<file path="config.mk">
export PLATFORM = sky130hd
export DESIGN_NAME = fp_writeback_queue
export DESIGN_NICKNAME = d
export VERILOG_FILES = /design/src/rtl/fp_writeback_queue.sv
export SDC_FILE = /design/constraint.sdc
export NUM_CORES = 1
export LEC_CHECK = 0
export CAP_MARGIN = 20
export CELL_PAD_IN_SITES_DETAIL_PLACEMENT = 2
export CELL_PAD_IN_SITES_GLOBAL_PLACEMENT = 2
export CORE_AREA = 2 2 224 226
export CTS_CLUSTER_DIAMETER = 120
export DETAILED_ROUTE_END_ITERATION = 8
export DIE_AREA = 0 0 226 228
export DONT_BUFFER_PORTS = 1
export PLACE_DENSITY_LB_ADDON = 0.3
export REMOVE_ABC_BUFFERS = 1
export SLEW_MARGIN = 20
export SYNTH_ARGS = -nofsm -noshare
export SYNTH_HDL_FRONTEND = slang
export SYNTH_SLANG_ARGS = --single-unit
</file>
<file path="constraint.sdc">
create_clock -name Clk -period 7.9 [get_ports Clk]
set_clock_uncertainty 0.05 [all_clocks]
set_input_delay 1.58 -clock Clk [delete_from_list [all_inputs] [get_ports Clk]]
set_output_delay 1.58 -clock Clk [all_outputs]
set_load 0.02 [all_outputs]
</file>
<file path="src/rtl/fp_writeback_queue.sv">
// fp_writeback_queue: in-order FP result queue that merges execute and load results,
// retires one entry per cycle into the register file and forwards queued values.
module fp_writeback_queue #(
  parameter int DATA_WIDTH = 64,
  parameter int ADDR_WIDTH = 5,
  parameter int DEPTH      = 4
) (
  input  logic                    Clk,
  input  logic                    Rst_n,
  input  logic                    exe_valid,
  output logic                    exe_ready,
  input  logic [ADDR_WIDTH-1:0]   exe_addr,
  input  logic [DATA_WIDTH-1:0]   exe_data,
  input  logic                    ld_valid,
  output logic                    ld_ready,
  input  logic [ADDR_WIDTH-1:0]   ld_addr,
  input  logic [DATA_WIDTH-1:0]   ld_data,
  output logic                    write_En,
  output logic [ADDR_WIDTH-1:0]   writeAddr,
  output logic [DATA_WIDTH-1:0]   data_in,
  input  logic [ADDR_WIDTH-1:0]   fwd_addr,
  output logic                    fwd_hit,
  output logic [DATA_WIDTH-1:0]   fwd_data,
  output logic [$clog2(DEPTH):0]  count
);
  localparam int PW = $clog2(DEPTH);
  localparam int CW = PW + 1;
  localparam logic [CW:0] DEPTH_W = (CW+1)'(DEPTH);
  localparam logic [CW:0] F1 = (CW+1)'(1);
  localparam logic [CW:0] F2 = (CW+1)'(2);
  logic [ADDR_WIDTH-1:0] addr_q [DEPTH];
  logic [ADDR_WIDTH-1:0] addr_d [DEPTH];
  logic [DATA_WIDTH-1:0] data_q [DEPTH];
  logic [DATA_WIDTH-1:0] data_d [DEPTH];
  logic [PW-1:0] head_q, head_d, tail_q, tail_d;
  logic [CW-1:0] count_q, count_d;
  logic last_grant_q, last_grant_d;
  logic pop, win_ld, contend, exe_acc, ld_acc;
  logic [CW:0] free;
  logic [1:0] acc_n;
  // last_grant: 1 = load won the previous contention, 0 = execute
  always_comb begin
    pop = count_q != '0;
    free = DEPTH_W - {1'b0, count_q} + {{CW{1'b0}}, pop};
    win_ld = !last_grant_q;
    contend = free == F1 && exe_valid && ld_valid;
    exe_ready = free >= F2 || (free == F1 && (!ld_valid || !win_ld));
    ld_ready = free >= F2 || (free == F1 && (!exe_valid || win_ld));
    exe_acc = exe_valid && exe_ready;
    ld_acc = ld_valid && ld_ready;
    acc_n = {1'b0, exe_acc} + {1'b0, ld_acc};
    addr_d = addr_q;
    data_d = data_q;
    if (ld_acc) begin
      addr_d[tail_q] = ld_addr;
      data_d[tail_q] = ld_data;
    end
    if (exe_acc) begin
      addr_d[tail_q + PW'(ld_acc)] = exe_addr;
      data_d[tail_q + PW'(ld_acc)] = exe_data;
    end
    head_d = head_q + PW'(pop);
    tail_d = tail_q + PW'(acc_n);
    count_d = count_q + CW'(acc_n) - CW'(pop);
    last_grant_d = contend ? win_ld : last_grant_q;
    write_En = pop;
    writeAddr = pop ? addr_q[head_q] : '0;
    data_in = pop ? data_q[head_q] : '0;
    count = count_q;
    fwd_hit = 1'b0;
    fwd_data = '0;
    // oldest to youngest so the youngest match wins
    for (int i = 0; i < DEPTH; i++)
      if (CW'(i) < count_q && addr_q[head_q + PW'(i)] == fwd_addr) begin
        fwd_hit = 1'b1;
        fwd_data = data_q[head_q + PW'(i)];
      end
  end
  always_ff @(posedge Clk or negedge Rst_n)
    if (!Rst_n) begin
      head_q <= '0;
      tail_q <= '0;
      count_q <= '0;
      last_grant_q <= 1'b0;
    end else begin
      head_q <= head_d;
      tail_q <= tail_d;
      count_q <= count_d;
      last_grant_q <= last_grant_d;
    end
  always_ff @(posedge Clk) begin
    addr_q <= addr_d;
    data_q <= data_d;
  end
endmodule

</file>
Word level (Yosys, flattened, before mapping)
Index checks and enable logic that the tools add are counted.
{"block": "classes", "add_sub_neg": 11, "n_lt_le_gt_ge": 13, "n_eq_ne": 5, "n_mux": 50, "bitwise_logic": 6, "n_reduce_logical": 20}
{"cell": "$mux W64", "count": 15}
{"cell": "$bmux W64 S2", "count": 4}
{"cell": "$bwmux W256", "count": 2}
{"cell": "$mux W256", "count": 2}
{"cell": "$demux W64 S2", "count": 2}
{"cell": "$mux W5", "count": 11}
{"cell": "$bmux W5 S2", "count": 4}
{"cell": "$bwmux W20", "count": 2}
{"cell": "$mux W20", "count": 2}
{"cell": "$demux W5 S2", "count": 2}
{"cell": "$eq A5 B5 Y1", "count": 4}
{"cell": "$ge A3 B3 Y1 const B", "count": 6}
{"cell": "$not A2 Y3", "count": 6}
{"cell": "$logic_and A1 B1 Y1", "count": 12}
{"cell": "$lt A1 B3 Y1 const A", "count": 2}
{"cell": "$lt A2 B3 Y1 const A", "count": 2}
{"cell": "$lt A3 B1 Y1 const B", "count": 2}
{"cell": "$add A2 B1 Y2", "count": 2}
{"cell": "$add A2 B2 Y2 const B", "count": 2}
{"cell": "$add A4 B1 Y4", "count": 1}
{"cell": "$eq A4 B1 Y1 const B", "count": 1}
{"cell": "$ge A4 B2 Y1 const B", "count": 1}
{"cell": "$logic_or A1 B1 Y1", "count": 4}
{"cell": "$mux W1", "count": 4}
{"cell": "other kinds (8)", "count": 10}
{"block": "word_totals", "register_bits": 284, "out_inout_bits": 140, "word_cells": 117}

Longest topological paths before layout
{"block": "depth", "depth_word": 14, "mapped_depth": 19, "ltp_nobuf": 17}

Worst setup path after synthesis
OpenSTA, ideal clock, no wires.
{"block": "synth_path", "kind": "input-to-output", "start": "in fwd_addr[2]", "end": "out fwd_data[54]", "arrival_time_ns": 2.887, "required_time_ns": 6.270, "slack_ns": 3.383, "cell_stages": 6, "n_path_buf": 2, "path_cell_list": "xor2_1 nor4_2 nand3_2 buf_6 buf_4 o221ai_1"}
{"block": "synth_between", "elab_chain_cells": 6, "elab_cells_between_ends": 12}
{"element": "start: declaration", "line": "21", "source": "input logic [ADDR_WIDTH-1:0] fwd_addr,"}
{"element": "$eq A5 B5 Y1", "line": "74", "source": "if (CW'(i) < count_q && addr_q[head_q + PW'(i)] == fwd_addr) begin"}
{"element": "$logic_and A1 B1 Y1", "line": "74"}
{"element": "$mux W64 (3 in series)", "line": "74"}
{"element": "$mux W64 (*)", "line": "74"}
{"element": "end: declaration", "line": "23", "source": "output logic [DATA_WIDTH-1:0] fwd_data,"}
Mark *: on every way between the ends. The rest lies on a longest branch, timed or not.

Worst setup path after layout
{"block": "layout_path", "start": "reg head_q[1]", "end": "out fwd_data[54]"}
{"block": "layout_between", "elab_chain_cells": 10, "elab_cells_between_ends": 43}
{"element": "start: declaration", "line": "35", "source": "logic [PW-1:0] head_q, head_d, tail_q, tail_d;"}
{"element": "start signal: assignment", "line": "81", "source": "head_q <= '0;"}
{"element": "start signal: assignment", "line": "86", "source": "head_q <= head_d;"}
{"element": "$add A2 B1 Y2 / $not A2 Y3 (equally long branches)", "line": "74, 76"}
{"element": "$not A2 Y3 (not written as such) / $bmux W5 S2 (equally long branches)", "line": "74, 76"}
{"element": "$bmux W5 S2 / $mux W5 (equally long branches)", "line": "74"}
{"element": "$mux W5 (not written as such)", "line": "74"}
{"element": "$mux W5 (not written as such) / $eq A5 B5 Y1 (equally long branches)", "line": "74"}
{"element": "$eq A5 B5 Y1 / $logic_and A1 B1 Y1 (equally long branches)", "line": "74"}
{"element": "$logic_and A1 B1 Y1 / $mux W64 (equally long branches)", "line": "74"}
{"element": "$mux W64 (2 in series)", "line": "74"}
{"element": "$mux W64 (*)", "line": "74"}
Mark *: on every way between the ends. The rest lies on a longest branch, timed or not. The select of a mux whose other input is x is not followed.

==> flow_summary_export.csv <==
group,metric,value,unit
status,status,"completed",
global_route,grt_util_all_layers,33.2,%
clock_network,insertion_delay,550,ps
die,ios,287,
synthesis,syn_area_per_cell,8.07,um2
die,die_h,228,um
synthesis,synth_ff_type,"dfxtp_1",
worst_hold_path,hold_path_depth,2,
sta,drv_slew,0,
detailed_routing,routed.top_layer,"met4",
worst_setup_path,reg2regPathDepth,14,
worst_setup_path,cp_cell_sequence,"mux4_2 -> xor2_1 -> nor4_2 -> nand3_4 -> nand2_4 -> o221ai_1",
worst_setup_path,crit_buf_inv,0,
clock_network,clock_path_buffers,3,
worst_hold_path,whs_endpoint,"data_q[190]$_DFF_P_",
clock_network,cts_resized,0,
sta,rsz0062_at_grt,"false",
pwr,intPower,6570,uW
die,die_area,51500,um2
sta,slew_headroom,22.2,%
worst_setup_path,critPathRequiredTime,6270,ps
cells_and_area,seq_area,5730,um2
sta,clock.fmax,152,MHz
worst_hold_path,min_path_type,"reg -> reg",
synthesis,synthDistinctLibCells,42,
pwr,seqPwrFrac,23.9,%
synthesis,yosys-top-cells-area,"dfxtp_1, mux4_2, nand2_1, a31oi_1, mux2i_1",
pwr,p_per_area,626,nW/um2
clock_network,cts-root-buf,"clkbuf_16",
pwr,p_sw,6970,uW
worst_hold_path,hp-start,"data_q[190]$_DFF_P_",
clock_network,cts_buffers,37,
worst_setup_path,cp-start-kind,"register",
detailed_routing,drt-pass1-iter-count,5,
synthesis,synth_top_cell_by_area,"dfxtp_1",
place,placed_cell_area,20400,um2
clock_network,clkTransAtPathRegs,60,ps
die,start_util,41.3,%
worst_setup_path,reg2reg_from,"count[2]$_DFF_PN0_",
detailed_routing,wl_met3,5330,um
cells_and_area,final_cell_count_no_fill,3036,
worst_setup_path,arrival,4940,ps
detailed_routing,met1_length,33800,um
cells_and_area,multi_input_area,13500,um2
worst_setup_path,critPathMaxStageDelay,1020,ps
place,dp_cells,2972,
detailed_routing,wl,86600,um
global_route,grt_pass1_wl,133000,um
detailed_routing,vias,20200,
worst_setup_path,endpoint_kind,"output pin",
run,max-cap-violations,0,
clock_network,htreeDepth,2,
synthesis,yosys_warnings,0,
detailed_routing,drtIter0Drc,1124,
pwr,irDropWorstVdd,0.318,mV
sta,worst_slew_pin_slew,1170,ps
cells_and_area,fin_area,21600,um2
die,die_w,226,um
global_route,grt_max_degree,208,
cells_and_area,drive_gt1_share,13.5,%
global_route,first_global_vias,22300,
sta,setup_viol,0,
worst_setup_path,timing.rr.end,"data_q[92]$_DFF_P_",
sta,final_hold_viol_count,0,
place,hpwl,52400,um
place,gp_congestion,0.845,
pwr,pwr-share-comb,63.0,%
synthesis,ys_seq_area_share,28.1,%
cells_and_area,nets,2496,
detailed_routing,drtAntennaViolNets,0,
synthesis,syn_area,20400,um2
pwr,pwr-share-clk,13.1,%
worst_setup_path,cp.depth,6,
synthesis,synth_top_area_share,27.1,%
worst_setup_path,worstSetupPathType,"reg -> out",
sta,worst_slack,1330,ps
sta,period_minus_slack,6570,ps
worst_setup_path,r2r_slack,2590,ps
worst_setup_path,crit_path_top_delay_cell,"nand2_4",
clock_network,post_cts_buffers,0,
synthesis,ys_ff_latch,284,
detailed_routing,via_per_inst,6.64,
clock_network,clock_sinks,284,
detailed_routing,dr_wl_met2,43800,um
die,rows,82,
synthesis,async_reset_ff_share,2.82,%
place,place_ws,1840,ps
cells_and_area,area_growth,6.23,%
worst_setup_path,crit_family,"simple AND/OR/NAND/NOR gates",
cells_and_area,n_antenna_cell,0,
pwr,p_sw_share,51.5,%
worst_setup_path,cp_max_fo,63,
synthesis,synthCells,2522,
sta,period_share,83.1,%
die,fp.coreArea,49300,um2
pwr,leakage,0.00807,uW
clock_network,cts_tree,"built",
global_route,antenna_found_initial,0,
cells_and_area,nFillCells,5535,
global_route,gr-total-overflow,0,
synthesis,synth-edff-count,0,
clock_network,cts-hold-fix-buffers,0,
place,numPortBuffers,0,
detailed_routing,wl_per_cell,28.5,um
cells_and_area,final_util,43.8,%
detailed_routing,drc,0,
## per-stage QoR
step                TNS [ps]  power (uW)  hold slack (ps)
finish                     0       13500              449
global route               0       14400              470
CTS                        0       13500              453
detailed placement         0       11600              444
global placement           0       11100              427
floorplan            -723480       10200              406
## cell families after synthesis
| group | after synthesis | share of synthesized area, % |
|---|---|---|
| buffers and inverters | 261 | 6.04 |
| adders and majority gates | 10 | 0.651 |
| xor gates and xnor gates | 28 | 1.20 |
| muxes | 345 | 26.2 |
| and+or+nand+nor | 1050 | 21.4 |
| AOI/OAI and AO/OA | 544 | 16.4 |
| DFF | 284 | 28.1 |
## routing by layer
metal,global-route usage [%],vias up
met5,0,-
met4,15.4,0
met3,6.68,202
met2,58.6,635
met1,38.2,10600
li1,-,8772
## power by group through the flow
| stage | sequential (uW) | combinational (uW) | clock, uW |
|---|---|---|---|
| after floorplan | 3290 | 6900 | 0 |
| after global placement | 3100 | 7950 | 0 |
| after detailed placement | 3230 | 8370 | 0 |
| after CTS | 3220 | 8490 | 1800 |
| after global routing | 3360 | 9160 | 1850 |
| final | 3240 | 8530 | 1770 |
## registers in the layout, summed over array words and instances (netlist names)
signal and flops:
data_q 256, addr_q 20, count 3, head_q 2, tail_q 2, last_grant_q 1
## cell type report
cell class	count	share of cell area, %
sequential	284	26.5
timing repair buffer	29	1.20
multi-input combinational	1977	62.5
tap	672	3.89
inverter	10	0.174
clock inverter	9	0.555
clock buffer	55	5.19
## worst reg2reg max path, stage by stage (launching register included)
cell and delay (ps):
dfrtp_1 620, or3_2 580, inv_1 140, ha_1 190, inv_1 50, ha_1 180
or2_1 260, a2111o_1 610, and2_1 340, ha_1 260, xor2_1 200, nand3b_1 570
buf_4 760, nor2_1 170, a31oi_1 230
## cell usage in the layout (no fill, tap or decap), types with 6 or more instances in the layout
cell / count
a21oi_1: 136
a31oi_1: 270
and2_1: 70
buf_4: 25
clkbuf_16: 37
clkbuf_8: 13
clkinv_2: 6
dfrtp_1: 6
dfxtp_1: 276
ha_1: 9
inv_1: 10
mux2_2: 66
mux2i_1: 135
mux4_2: 144
nand2_1: 482
nand3_1: 64
nor2_1: 346
nor3_1: 64
o21ai_0: 63
o221ai_1: 63
xnor2_1: 16
xor2_1: 12
## worst max path at each step
| stage | endpoint | from | slack, ps |
|---|---|---|---|
| 2_1_floorplan | fwd_data[62] | head_q[0]$_DFF_PN0_ | -7300 |
| 5_1_grt | fwd_data[54] | head_q[1]$_DFF_PN0_ | 1230 |
| 4_1_cts | fwd_data[54] | head_q[1]$_DFF_PN0_ | 1310 |
| 3_5_place_dp | fwd_data[54] | fwd_addr[2] | 1840 |
| 3_3_place_gp | fwd_data[54] | fwd_addr[2] | 1890 |
| 6_report | fwd_data[54] | head_q[1]$_DFF_PN0_ | 1330 |
## cells in the mapped netlist (all sizes together) (12+ instances only)
cell,count
nand2,483
mux2i,135
o21ai,64
and2,71
nand3,69
xnor2,16
o221ai,63
mux4,144
a21oi,136
nor3,64
buf,121
a31oi,270
clkbuf,130
dfxtp,276
xor2,12
nor2,351
mux2,66
(Power assumes the default switching activity.)
